## src/rtl/pi_loop_filter.sv

```systemverilog
// PI loop filter for the ADPLL: turns the signed error word into the DCO tuning word.
// Ports: clk_ref, n_rst, enable, clear, lf_in -> dco_ctrl, locked, mode, sat.
module pi_loop_filter #(
   parameter int ERR_SIZE      = 8,
   parameter int CTRL_SIZE     = 10,
   parameter int ACC_SIZE      = 16,
   parameter int KP_ACQ_SHIFT  = 1,
   parameter int KI_ACQ_SHIFT  = 3,
   parameter int KP_TRK_SHIFT  = 3,
   parameter int KI_TRK_SHIFT  = 6,
   parameter int LOCK_THRESH   = 4,
   parameter int LOCK_CYCLES   = 8,
   parameter int UNLOCK_THRESH = 64
) (
   input  logic                 clk_ref,
   input  logic                 n_rst,
   input  logic                 enable,
   input  logic                 clear,
   input  logic [ERR_SIZE-1:0]  lf_in,
   output logic [CTRL_SIZE-1:0] dco_ctrl,
   output logic                 locked,
   output logic [1:0]           mode,
   output logic                 sat
);

   localparam int FRAC = ACC_SIZE - CTRL_SIZE;
   localparam int W    = ACC_SIZE + 2;
   localparam int CW   = $clog2(LOCK_CYCLES + 1);

   localparam logic [1:0] S_IDLE = 2'd0;
   localparam logic [1:0] S_ACQ  = 2'd1;
   localparam logic [1:0] S_TRK  = 2'd2;

   localparam logic signed [W-1:0] I_MAX = W'(2 ** (ACC_SIZE - 1) - 1);
   localparam logic signed [W-1:0] I_MIN = W'(-(2 ** (ACC_SIZE - 1)));
   localparam logic signed [W-1:0] O_MAX = W'(2 ** CTRL_SIZE - 1);
   localparam logic signed [W-1:0] MID_W = W'(2 ** (CTRL_SIZE - 1));
   localparam logic signed [W-1:0] ZERO  = '0;

   localparam logic [CTRL_SIZE-1:0] MID = CTRL_SIZE'(2 ** (CTRL_SIZE - 1));
   localparam logic [ERR_SIZE:0]    LK_TH = (ERR_SIZE + 1)'(LOCK_THRESH);
   localparam logic [ERR_SIZE:0]    UL_TH = (ERR_SIZE + 1)'(UNLOCK_THRESH);
   localparam logic [CW-1:0]        LK_N  = CW'(LOCK_CYCLES);

   logic signed [ACC_SIZE-1:0] integ;
   logic [CW-1:0]              lock_cnt;

   logic signed [W-1:0]   e;
   logic signed [W-1:0]   ki;
   logic signed [W-1:0]   kp;
   logic signed [W-1:0]   sum_i;
   logic signed [W-1:0]   integ_c;
   logic signed [W-1:0]   raw;
   logic [CTRL_SIZE-1:0]  dco_n;
   logic                  i_clamp;
   logic                  o_clamp;
   logic                  hold_i;
   logic                  trk;
   logic [ERR_SIZE:0]     lf_ext;
   logic [ERR_SIZE:0]     mag;
   logic [CW-1:0]         cnt_inc;

   // IDLE uses the acquisition gains so the very first sample is filtered.
   assign trk = (mode == S_TRK);

   always_comb begin
      e = signed'({{(W-ERR_SIZE){lf_in[ERR_SIZE-1]}}, lf_in}) <<< FRAC;
      ki = trk ? (e >>> KI_TRK_SHIFT) : (e >>> KI_ACQ_SHIFT);
      kp = trk ? (e >>> KP_TRK_SHIFT) : (e >>> KP_ACQ_SHIFT);
      sum_i = signed'({{2{integ[ACC_SIZE-1]}}, integ}) + ki;
      i_clamp = 1'b1;
      if (sum_i > I_MAX)
         integ_c = I_MAX;
      else if (sum_i < I_MIN)
         integ_c = I_MIN;
      else begin
         integ_c = sum_i;
         i_clamp = 1'b0;
      end
      raw = ((integ_c + kp) >>> FRAC) + MID_W;
      o_clamp = 1'b1;
      if (raw > O_MAX)
         dco_n = O_MAX[CTRL_SIZE-1:0];
      else if (raw < ZERO)
         dco_n = '0;
      else begin
         dco_n = raw[CTRL_SIZE-1:0];
         o_clamp = 1'b0;
      end
      // Anti-windup: do not push further into an already clamped output.
      hold_i = ((raw > O_MAX) && (ki > ZERO))
            || ((raw < ZERO) && (ki < ZERO));
   end

   // 9-bit magnitude so that -128 maps to +128.
   assign lf_ext  = {lf_in[ERR_SIZE-1], lf_in};
   assign mag     = lf_in[ERR_SIZE-1] ? (~lf_ext + 1'b1) : lf_ext;
   assign cnt_inc = lock_cnt + 1'b1;

   always_ff @(posedge clk_ref or negedge n_rst) begin
      if (!n_rst) begin
         integ    <= '0;
         dco_ctrl <= MID;
         locked   <= 1'b0;
         mode     <= S_IDLE;
         sat      <= 1'b0;
         lock_cnt <= '0;
      end else if (clear) begin
         integ    <= '0;
         dco_ctrl <= MID;
         locked   <= 1'b0;
         mode     <= S_ACQ;
         sat      <= 1'b0;
         lock_cnt <= '0;
      end else if (enable) begin
         if (!hold_i)
            integ <= integ_c[ACC_SIZE-1:0];
         dco_ctrl <= dco_n;
         sat      <= i_clamp | o_clamp;
         case (mode)
            S_IDLE: begin
               mode <= S_ACQ;
            end
            S_ACQ: begin
               if (mag <= LK_TH) begin
                  if (cnt_inc == LK_N) begin
                     mode     <= S_TRK;
                     locked   <= 1'b1;
                     lock_cnt <= '0;
                  end else begin
                     lock_cnt <= cnt_inc;
                  end
               end else begin
                  lock_cnt <= '0;
               end
            end
            S_TRK: begin
               if (mag > UL_TH) begin
                  mode   <= S_ACQ;
                  locked <= 1'b0;
               end
            end
            default: begin
               mode   <= S_IDLE;
               locked <= 1'b0;
            end
         endcase
      end
   end

endmodule
```

## config.mk

```make
export PLATFORM = sky130hd
export DESIGN_NAME = pi_loop_filter
export DESIGN_NICKNAME = d
export VERILOG_FILES = /design/src/rtl/pi_loop_filter.sv
export SDC_FILE = /design/constraint.sdc
export NUM_CORES = 1
export LEC_CHECK = 0
export BUFFER_PORTS_ARGS = -buffer_cell sky130_fd_sc_hd__clkbuf_2
export CORE_MARGIN = 2
export CORE_UTILIZATION = 45
export CTS_CLUSTER_DIAMETER = 50
export CTS_CLUSTER_SIZE = 40
export DETAILED_ROUTE_END_ITERATION = 6
export PLACE_DENSITY = 0.67
export SYNTH_ARGS = -nofsm -noshare
export SYNTH_HDL_FRONTEND = slang
export SYNTH_SLANG_ARGS = --single-unit
```

## constraint.sdc

```tcl
create_clock -name clk_ref -period 15.8 [get_ports clk_ref]
set_input_delay 1.58 -clock clk_ref [delete_from_list [all_inputs] [get_ports clk_ref]]
set_output_delay 1.58 -clock clk_ref [all_outputs]
set_load 0.03 [all_outputs]
```

* Yosys cells after proc, flatten, opt, wreduce, memory -nomap -nowiden
Cells that the tools add are included.
Word-level totals: flip-flop bits (word level) 34, input bits 12, output and inout bits 14, word-level logic and storage cells 74
Operators by class: add/sub/neg operators 5, $lt $le $gt $ge 8, equality and inequality tests 8, multiplexer cells 35, bitwise gates (word level) 2, reduce and logical (&&, ||, !) cells 10
Operator list (count):
- $mux W10 | 5
- $mux W16 | 3
- $mux W18 | 2
- $mux W4 | 5
- $add A18 B13 Y18 | 1
- $add A16 B11 Y17 | 1
- $gt A17 B16 Y1 const B | 1
- $lt A17 B16 Y1 const B | 1
- $add A12 B11 Y13 const B | 1
- $gt A13 B11 Y1 const B | 1
- $lt A13 B1 Y1 const B | 1
- $mux W12 | 1
- $gt A11 B1 Y1 const B | 1
- $lt A11 B1 Y1 const B | 1
- $mux W1 | 11
- $mux W2 | 5
- $add A9 B1 Y9 const B | 1
- $gt A9 B7 Y1 const B | 1
- $le A9 B3 Y1 const B | 1
- $mux W9 | 1
- $not A9 Y9 | 1
- $ne A3 B3 Y1 const B | 2
- $pmux W2 S3 | 1
- $reduce_and A5 Y1 | 1
- 14 further kinds | 18

* Longest topological paths before layout
Gate-level depths: netlist of the first run.
depth after elaboration 14, gate-level depth with buffers 34, mapped depth without buffers 31

* Worst setup path after synthesis of the first run
Ideal clock, no wire load.
kind input port to flip-flop, start point input lf_in[2], end point register integ[10], setup time 0.146 ns, arrival 7.493 ns, data required time 15.654 ns, setup slack 8.162 ns, stages on the path 29, path buffers 5, cell sequence clkbuf_1 > and2_1 > ha_1 > a31oi_1 > o21ai_2 > a31o_2 > a21oi_2 > xnor2_1 > buf_6 > clkbuf_1 > maj3_1 > ha_1 > clkbuf_1 > nand3_1 > or2_2 > or3_1 > o21bai_2 > o21ai_0 > nand2_1 > a21oi_1 > xor2_1 > ha_1 > o2111ai_1 > or4_1 > or4_4 > a21o_1 > buf_6 > nand3_2 > a21oi_2
Between the ends: word-level cells in the longest chain between the ends 12, elaborated cells between the ends (all ways) 21, those cells by class add/sub: 3; order compare: 6; eq/ne: 1; mux: 7; reduce/logical: 4
RTL lines:
- from (decl) | RTL line 19 | input logic [ERR_SIZE-1:0] lf_in,
- $mux W10 | RTL line 68 | ki = trk ? (e >>> KI_TRK_SHIFT) : (e >>> KI_ACQ_SHIFT);
- $add A16 B11 Y17 | RTL line 70 | sum_i = signed'({{2{integ[ACC_SIZE-1]}}, integ}) + ki;
- $lt A17 B16 Y1 | RTL line 74 | else if (sum_i < I_MIN)
- $mux W18 | RTL line 74
- $mux W18 | RTL line 72 | if (sum_i > I_MAX)
- $add A18 B13 Y18 | RTL line 80 | raw = ((integ_c + kp) >>> FRAC) + MID_W;
- $add A12 B11 Y13 | RTL line 80
- $gt A13 B11 Y1 / $lt A13 B1 Y1 (equally long branches) | RTL line 91, 92
- $logic_and A1 B1 Y1, on equally long branches | RTL line 91, 92
- $logic_or A1 B1 Y1 | RTL line 92 | || ((raw < ZERO) && (ki < ZERO));
- $ne A2 B2 Y1 (no source line)
- $reduce_and A2 Y1 (no source line)
- to (signal assigned) | RTL line 117 | integ <= integ_c[ACC_SIZE-1:0];
- to (decl) | RTL line 45 | logic signed [ACC_SIZE-1:0] integ;
Parallel ways exist; a longest one is shown, timed or not. The select of a mux whose other input is x is not followed. A chain may end at the register's enable or synchronous reset.

* Worst setup path in the final report of the first run
start point input lf_in[7], end point register integ[15]
Same word-level chain as after synthesis.

==> reports/metrics.yaml, run 1 <==
place.detailed.hpwl_um: 8300
p_leak_nw: 1.94
synthSimpleGateAreaFrac: 0.247
timing.fmax_ghz: 0.112
avgViaCountPerCell: 6.10
routed_wire_length_per_instance_um: 17.3
outcome: "finished, final reports clean"
min_clock_period_post_route_ns: 8.95
netlist_cell_types: 68
timing_worst_setup_path_type: "primary input to flip-flop"
synthesis.area_um2: 3970
synth-adder-area-share: 0.109
dp_slack_ns: 6.65
cts-resized-gates: 0
floorplan_die_area_um2: 9590
hold_viol_final: 0
cellPowerDensity_nw_per_um2: 218
tritoncts: "built"
grt_max_degree: 35
synth_commonest_cells: "sky130_fd_sc_hd__nand2_1 (71), sky130_fd_sc_hd__a21oi_1 (43), sky130_fd_sc_hd__dfrtp_1 (33), sky130_fd_sc_hd__ha_1 (33), sky130_fd_sc_hd__o21ai_0 (33)"
placed_cells: 621
worstSetupEndpointType: "flip-flop"
crit_fanout: 23
postSynthNetCount: 556
grt_setup_unrepaired: "no"
synthFlopType: "sky130_fd_sc_hd__dfrtp_1"
crit_required_ns: 15.93
drt-pass1-iter-count: 5
htreeDepth: 2
syn-mean-instance-area_um2: 7.77
hold_buffers: 0
synth.top_cell.area_share: 0.208
drt-total-wl_um: 10900
postSynthRegisterBits: 34
synth-xor-area-share: 0.0615
clock_skew_ns: 0.0116
setup-tns-final_ns: 0
gr-usage-all-layers: 0.234
initial_antenna_violation_count: 0
grt_pass1_wl_um: 18600
antenna_left: 0
register_area_um2: 852
drv_slew: 0
synth.yosys.seq_area_share: 0.215
port_buffer_count: 25
finish.utilization: 0.486
ant_diodes: 0
total_cts_buffers: 5
clkSinkCount: 34
area_of_the_multi_input_gates_um2: 2950
timing.slew.headroom: 0.333
irDropWorstVdd_mv: 0.0970
synth-edff-count: 0
post_synth_main_area_contributors: "sky130_fd_sc_hd__dfrtp_1 (21%), sky130_fd_sc_hd__ha_1 (10%), sky130_fd_sc_hd__nand2_1 (6.7%)"
synth_warnings: 0
dr_total_vias: 3830
clkLatencyLatePin_ns: 0.29
placeableCoreArea_um2: 8640
holdCritPathClass: "flip-flop to flip-flop"
final_nets: 565
setup.worst_path.start_class: "primary input"
path_clk_slew_ns: 0.08
io_pins: 26
worst_ep_arrival_time_ns: 9.08
synthArstFlopShare: 1.00
post_route_cells_drive_above_1_share: 0.150
setup_viol: 0
multiplexer_fraction_of_the_synthesized_cell_area: 0.00504
initial_utilization: 0.460
tightestPinTransition_ns: 1.00
layout-area-overhead-vs-synth_pct: 5.74
fin_crit_share: 0.566
drt_iter0_markers: 345
synth_top_family_by_area: "compound AO/OA/AOI/OAI gates"
synth_largest_area_cell: "sky130_fd_sc_hd__dfrtp_1"
grt_remaining_overflow: 0
die_width_um: 97.9
maxCapViolCount: 0
cell_with_the_most_instances_after_synthesis: "sky130_fd_sc_hd__nand2_1"
place_congestion: 0.939
die_height_um: 97.9
fraction_of_the_mapped_netlist_area_in_compound_gates: 0.319
postCtsSetupBuffers: 0
post_synth_inst_count: 511
finalNonFillerCells: 628
final_critical_path_setup_slack_ns: 6.85
std_cell_rows: 34
power_uw: 913
cts_max_path_bufs: 2
cts_root_buffer: "sky130_fd_sc_hd__clkbuf_8"
fillCellCount: 874
via_count_of_the_first_global_routing_pass: 3722
drc_errors: 0
[cells in the final DEF, fill, tap and decap left out, types with 3 or more instances in the layout]
cell type | synthesis | layout
sky130_fd_sc_hd__nand2_1 | 71 | 71
sky130_fd_sc_hd__a211oi_1 | 8 | 8
sky130_fd_sc_hd__a21oi_1 | 43 | 43
sky130_fd_sc_hd__nand3_1 | 10 | 10
sky130_fd_sc_hd__nor2_1 | 32 | 32
sky130_fd_sc_hd__a22o_1 | 5 | 5
sky130_fd_sc_hd__nor4_1 | 3 | 3
sky130_fd_sc_hd__inv_1 | 12 | 12
sky130_fd_sc_hd__ha_1 | 33 | 33
sky130_fd_sc_hd__o31ai_1 | 3 | 3
sky130_fd_sc_hd__dfrtp_1 | 33 | 33
sky130_fd_sc_hd__a211oi_2 | 3 | 3
sky130_fd_sc_hd__a21oi_2 | 12 | 12
sky130_fd_sc_hd__clkbuf_8 | 0 | 5
sky130_fd_sc_hd__nand2b_1 | 7 | 7
sky130_fd_sc_hd__nand3_2 | 10 | 10
sky130_fd_sc_hd__o21ai_1 | 12 | 12
sky130_fd_sc_hd__a311oi_1 | 4 | 4
sky130_fd_sc_hd__xor2_1 | 9 | 9
sky130_fd_sc_hd__o21a_1 | 5 | 5
sky130_fd_sc_hd__and3_1 | 8 | 8
sky130_fd_sc_hd__o211ai_1 | 4 | 4
sky130_fd_sc_hd__o22ai_1 | 3 | 3
sky130_fd_sc_hd__a31oi_1 | 6 | 6
sky130_fd_sc_hd__a21o_1 | 22 | 22
sky130_fd_sc_hd__and2_1 | 3 | 3
sky130_fd_sc_hd__xnor2_1 | 17 | 17
sky130_fd_sc_hd__nor2b_1 | 9 | 9
sky130_fd_sc_hd__nor3b_1 | 3 | 3
sky130_fd_sc_hd__a211o_1 | 3 | 3
sky130_fd_sc_hd__o21ai_0 | 33 | 33
sky130_fd_sc_hd__or4_1 | 3 | 3
sky130_fd_sc_hd__nor3_1 | 6 | 6
sky130_fd_sc_hd__clkbuf_2 | 0 | 25
sky130_fd_sc_hd__or2_2 | 4 | 4
sky130_fd_sc_hd__or3_1 | 10 | 10
[critical path: stages]
cell and delay [ns]:
sky130_fd_sc_hd__clkbuf_2 0.33, sky130_fd_sc_hd__nand2_1 0.22, sky130_fd_sc_hd__nand2_1 0.13, sky130_fd_sc_hd__ha_1 0.39, sky130_fd_sc_hd__a21o_1 0.20, sky130_fd_sc_hd__a2111oi_2 0.09, sky130_fd_sc_hd__o211ai_1 0.19, sky130_fd_sc_hd__and3_1 0.28
sky130_fd_sc_hd__nand2_1 0.07, sky130_fd_sc_hd__a21oi_1 0.79, sky130_fd_sc_hd__nand2_1 0.41, sky130_fd_sc_hd__o21ai_0 0.28, sky130_fd_sc_hd__ha_1 0.34, sky130_fd_sc_hd__a21o_1 0.20, sky130_fd_sc_hd__a21o_1 0.17, sky130_fd_sc_hd__a21oi_1 0.31
sky130_fd_sc_hd__or4b_2 0.62, sky130_fd_sc_hd__mux2i_1 0.23, sky130_fd_sc_hd__nor2_1 0.12, sky130_fd_sc_hd__inv_2 0.09, sky130_fd_sc_hd__ha_1 0.14, sky130_fd_sc_hd__o2111ai_1 0.10, sky130_fd_sc_hd__or4_1 0.41, sky130_fd_sc_hd__or4_4 0.53
sky130_fd_sc_hd__a21o_1 0.47, sky130_fd_sc_hd__a21oi_1 0.28, sky130_fd_sc_hd__a211oi_2 0.07
[layer usage]
layer  track usage  vias to the layer above  routed length (µm)
li1              -                     1898                   -
met1         0.325                     1819                5040
met2         0.383                       97                5150
met3        0.0301                       16                 474
met4        0.0673                        0                 227
met5             0                        -                   0
[registers in the layout, indices dropped and copies added (netlist names)]
name	count
integ	16
dco_ctrl	10
lock_cnt	4
mode	2
locked	1
sat	1
[per-stage QoR]
stage / area [µm²] / hold slack [ns]
after floorplan: 3970 / 0.475
after global placement: 4120 / 0.463
after detailed placement: 4120 / 0.465
after CTS: 4200 / 0.481
after global routing: 4200 / 0.516
final: 4200 / 0.475
[final timing paths]
check,depth (start not counted),startpoint,to,slack [ns]
setup / recovery,27,lf_in[7],integ[15],6.85
max in group asynchronous,1,n_rst,integ[11],13.83
hold reg to reg,1,dco_ctrl[1],dco_ctrl[1],0.47
setup reg to reg,27,mode[1],integ[15],7.38
min in group asynchronous,1,n_rst,lock_cnt[3],1.40
hold / removal,1,dco_ctrl[1],dco_ctrl[1],0.47
[kinds of logic after synthesis]
group,count (synthesis)
muxes,2
DFF,34
buffers and inverters,38
AOI/OAI and AO/OA,186
and+or+nand+nor,189
adders and majority gates,35
xor gates and xnor gates,27
[cell type report]
type,instances,share of cell area
Clock buffer,5,0.0164
Clock inverter,2,0.00239
Inverter,14,0.0125
Multi-Input combinational cell,439,0.702
Sequential cell,34,0.203
Tap cell,108,0.0322
Timing Repair Buffer,26,0.0316
[power by group]
part / leakage [nW] / internal [mW] / switching [mW]
Clock: 0.0438 / 0.0296 / 0.0337
Sequential: 0.448 / 0.109 / 0.0130
Combinational: 1.45 / 0.258 / 0.470
Total: 1.94 / 0.397 / 0.517
Power figures use the tool's default switching activity.
==> inputs of run 2 (changes only) <==
Clock period 15.8 ns to 8.4 ns, I/O delays scaled along.
==> run 2 against run 1 <==
  * Cell area grew 1.1%
  * Via count rose by 2.5%
  * Utilization increased by 0.55 points
  * Sequential power up 87%
  * Sequential cell count did not move
  * Hold slack gained 0.0041 ns
  * Sequential share of layout area shrank 0.23 points
  * Largest power group unchanged
  * First-iteration DRC count rose by 5.2%
  * Final cell count grew 0.64%
  * Global-route usage fell by 0.056 points
  * Largest cell class unchanged
==> reports/metrics.yaml, run 2 (synthesized netlist as in run 1, its figures left out) <==
timing.fmax_ghz: 0.129
cts_max_path_bufs: 2  # unchanged
worst_ep_arrival_time_ns: 7.92  # -1.16 ns
clkSinkCount: 34  # unchanged
grt_setup_unrepaired: "no"
crit_required_ns: 8.55  # -7.38 ns
outcome: "finished, final reports clean"
flip_flop_count_of_the_largest_register_after_layout: 16  # unchanged
drt-total-wl_um: 11000  # +1.4%
cellPowerDensity_nw_per_um2: 413  # +90%
drt-pass1-iter-count: 5  # unchanged
setup.worst_path.start_class: "flip-flop"
intPower_uw: 765  # +93%
io_pins: 26  # unchanged
die_height_um: 97.9  # unchanged
power.sequential.fraction: 0.130  # -0.003
path_clk_slew_ns: 0.08  # about the same
portion_of_total_power_attributed_to_the_clock_network: 0.073  # +0.004
p_leak_nw: 1.96  # +0.93%
clkLatencyLatePin_ns: 0.30  # about the same
final_nets: 568  # +0.53%
fin_crit_share: 0.925
worstSetupEndpointType: "flip-flop"
tritoncts: "built"
die_width_um: 97.9  # unchanged
postCtsSetupBuffers: 0  # unchanged
grt_max_degree: 35  # unchanged
routed_wire_length_per_instance_um: 17.5  # +0.71%
via_count_of_the_first_global_routing_pass: 3710  # -0.32%
irDropWorstVdd_mv: 0.177  # +82%
min_clock_period_post_route_ns: 7.77
std_cell_rows: 34  # unchanged
maxCapViolCount: 0  # unchanged
finish.utilization: 0.491  # +0.00551
dp_slack_ns: 0.124  # -6.53 ns
place_congestion: 0.905  # -3.6%
top_register: "integ"
avgViaCountPerCell: 6.21  # +1.8%
dr_total_vias: 3925  # +2.5%
drc_errors: 0  # unchanged
setup_viol: 0  # unchanged
final_critical_path_setup_slack_ns: 0.634  # -6.22 ns
post_route_cells_drive_above_1_share: 0.160  # +0.0103
layout-area-overhead-vs-synth_pct: 6.94
holdCritPathClass: "flip-flop to flip-flop"
ant_diodes: 0  # unchanged
finalNonFillerCells: 632  # +0.64%
initial_antenna_violation_count: 0  # unchanged
commonest_non_fill_non_tap_cells_in_the_layout: "sky130_fd_sc_hd__nand2_1 (71), sky130_fd_sc_hd__a21oi_1 (42), sky130_fd_sc_hd__o21ai_0 (33), sky130_fd_sc_hd__ha_1 (33), sky130_fd_sc_hd__dfrtp_1 (33)"
power_frac_comb: 0.798  # about the same
setup-tns-final_ns: 0  # unchanged
placed_cells: 624  # +0.48%
drt_iter0_markers: 363  # +5.2%
power_switching_share: 0.564  # -0.00183
clock_skew_ns: 0.0108  # -0.000812 ns
antenna_left: 0  # unchanged
floorplan_die_area_um2: 9590  # unchanged
drv_slew: 0  # unchanged
htreeDepth: 2  # unchanged
hold_viol_final: 0  # unchanged
initial_utilization: 0.460  # unchanged
placeableCoreArea_um2: 8640  # unchanged
timing_worst_setup_path_type: "flip-flop to flip-flop"
crit_fanout: 16  # -30%
tightestPinTransition_ns: 0.877  # -0.123 ns
gr-usage-all-layers: 0.234  # -0.000563
layout.cells.most_common: "sky130_fd_sc_hd__nand2_1"
grt_pass1_wl_um: 18600  # -0.11%
largest_registers: "integ x16, dco_ctrl x10, lock_cnt x4"
port_buffer_count: 25  # unchanged
cts_root_buffer: "sky130_fd_sc_hd__clkbuf_8"
grt_remaining_overflow: 0  # unchanged
timing.slew.headroom: 0.415  # +0.0817
total_cts_buffers: 5  # unchanged
power_switching_uw: 989  # +91%
place.detailed.hpwl_um: 8530  # +2.8%
[run 2: layer usage]
metal	GRT usage	vias to the layer above	wire length [µm]
met2	0.383	147	5020
met5	0	-	0
met4	0.0598	0	265
li1	-	1903	-
met3	0.0322	30	583
met1	0.325	1845	5170
[run 2: layout make-up]
cell class | count | area, µm²
Clock buffer | 6 | 72.6
Tap cell | 108 | 135
Multi-Input combinational cell | 439 | 2970
Timing Repair Buffer | 29 | 155
Sequential cell | 34 | 852
Inverter | 14 | 52.6
Fill cell | 861 | 4390
Clock inverter | 2 | 10.0
[run 2: power by group through the flow]
stage               logic [mW]  clock network (mW)  registers (mW)
global placement          1.35                   0           0.230
detailed placement        1.36                   0           0.231
finish                    1.40               0.127           0.228
CTS                       1.37               0.131           0.228
floorplan                 1.04                   0           0.261
global route              1.52               0.138           0.233
[run 2: worst max-delay path, cell delays in order, from the launching register on]
cell                        delay, ns
sky130_fd_sc_hd__dfrtp_1         0.55
sky130_fd_sc_hd__nand2b_1        0.27
sky130_fd_sc_hd__nand2_1         0.16
sky130_fd_sc_hd__nand2_1         0.08
sky130_fd_sc_hd__ha_1            0.42
sky130_fd_sc_hd__and3_1          0.21
sky130_fd_sc_hd__a221oi_2        0.10
sky130_fd_sc_hd__o211ai_1        0.32
sky130_fd_sc_hd__and3_1          0.27
sky130_fd_sc_hd__nand2_1         0.11
sky130_fd_sc_hd__a21oi_4         0.39
sky130_fd_sc_hd__nand2_1         0.29
sky130_fd_sc_hd__o21ai_0         0.27
sky130_fd_sc_hd__ha_1            0.38
sky130_fd_sc_hd__a21o_1          0.21
sky130_fd_sc_hd__a21oi_1         0.25
sky130_fd_sc_hd__o21ai_1         0.23
sky130_fd_sc_hd__or4b_2          0.68
sky130_fd_sc_hd__mux2i_1         0.21
sky130_fd_sc_hd__nor2_1          0.12
sky130_fd_sc_hd__inv_2           0.08
sky130_fd_sc_hd__ha_1            0.14
sky130_fd_sc_hd__o2111ai_1       0.11
sky130_fd_sc_hd__or4_1           0.41
sky130_fd_sc_hd__or4_4           0.53
sky130_fd_sc_hd__a21o_1          0.48
sky130_fd_sc_hd__a21oi_1         0.29
sky130_fd_sc_hd__a211oi_2        0.06
[run 2: path summary, 6_finish.rpt]
check                             from          end  slack, ns  cells past startpoint
min                        dco_ctrl[3]  dco_ctrl[3]       0.48                      1
min reg2reg                dco_ctrl[3]  dco_ctrl[3]       0.48                      1
max                            mode[1]    integ[15]       0.63                     27
min in group asynchronous        n_rst     integ[2]       0.65                      1
max reg2reg                    mode[1]    integ[15]       0.63                     27
max in group asynchronous        n_rst  dco_ctrl[5]       7.20                      1
[run 2: through the flow]
| stage | total power [mW] | area [µm²] | hold WS [ns] |
|---|---|---|---|
| floorplan | 1.30 | 3970 | 0.475 |
| global placement | 1.58 | 4140 | 0.462 |
| detailed placement | 1.59 | 4140 | 0.471 |
| CTS | 1.73 | 4220 | 0.489 |
| global route | 1.90 | 4240 | 0.514 |
| finish | 1.75 | 4240 | 0.479 |
[run 2: timing repair]
item / 4_1_cts / 5_1_grt
setup endpoints to repair: 0 / 21
gates resized for setup: 0 / 5
hold buffers: 0 / 0
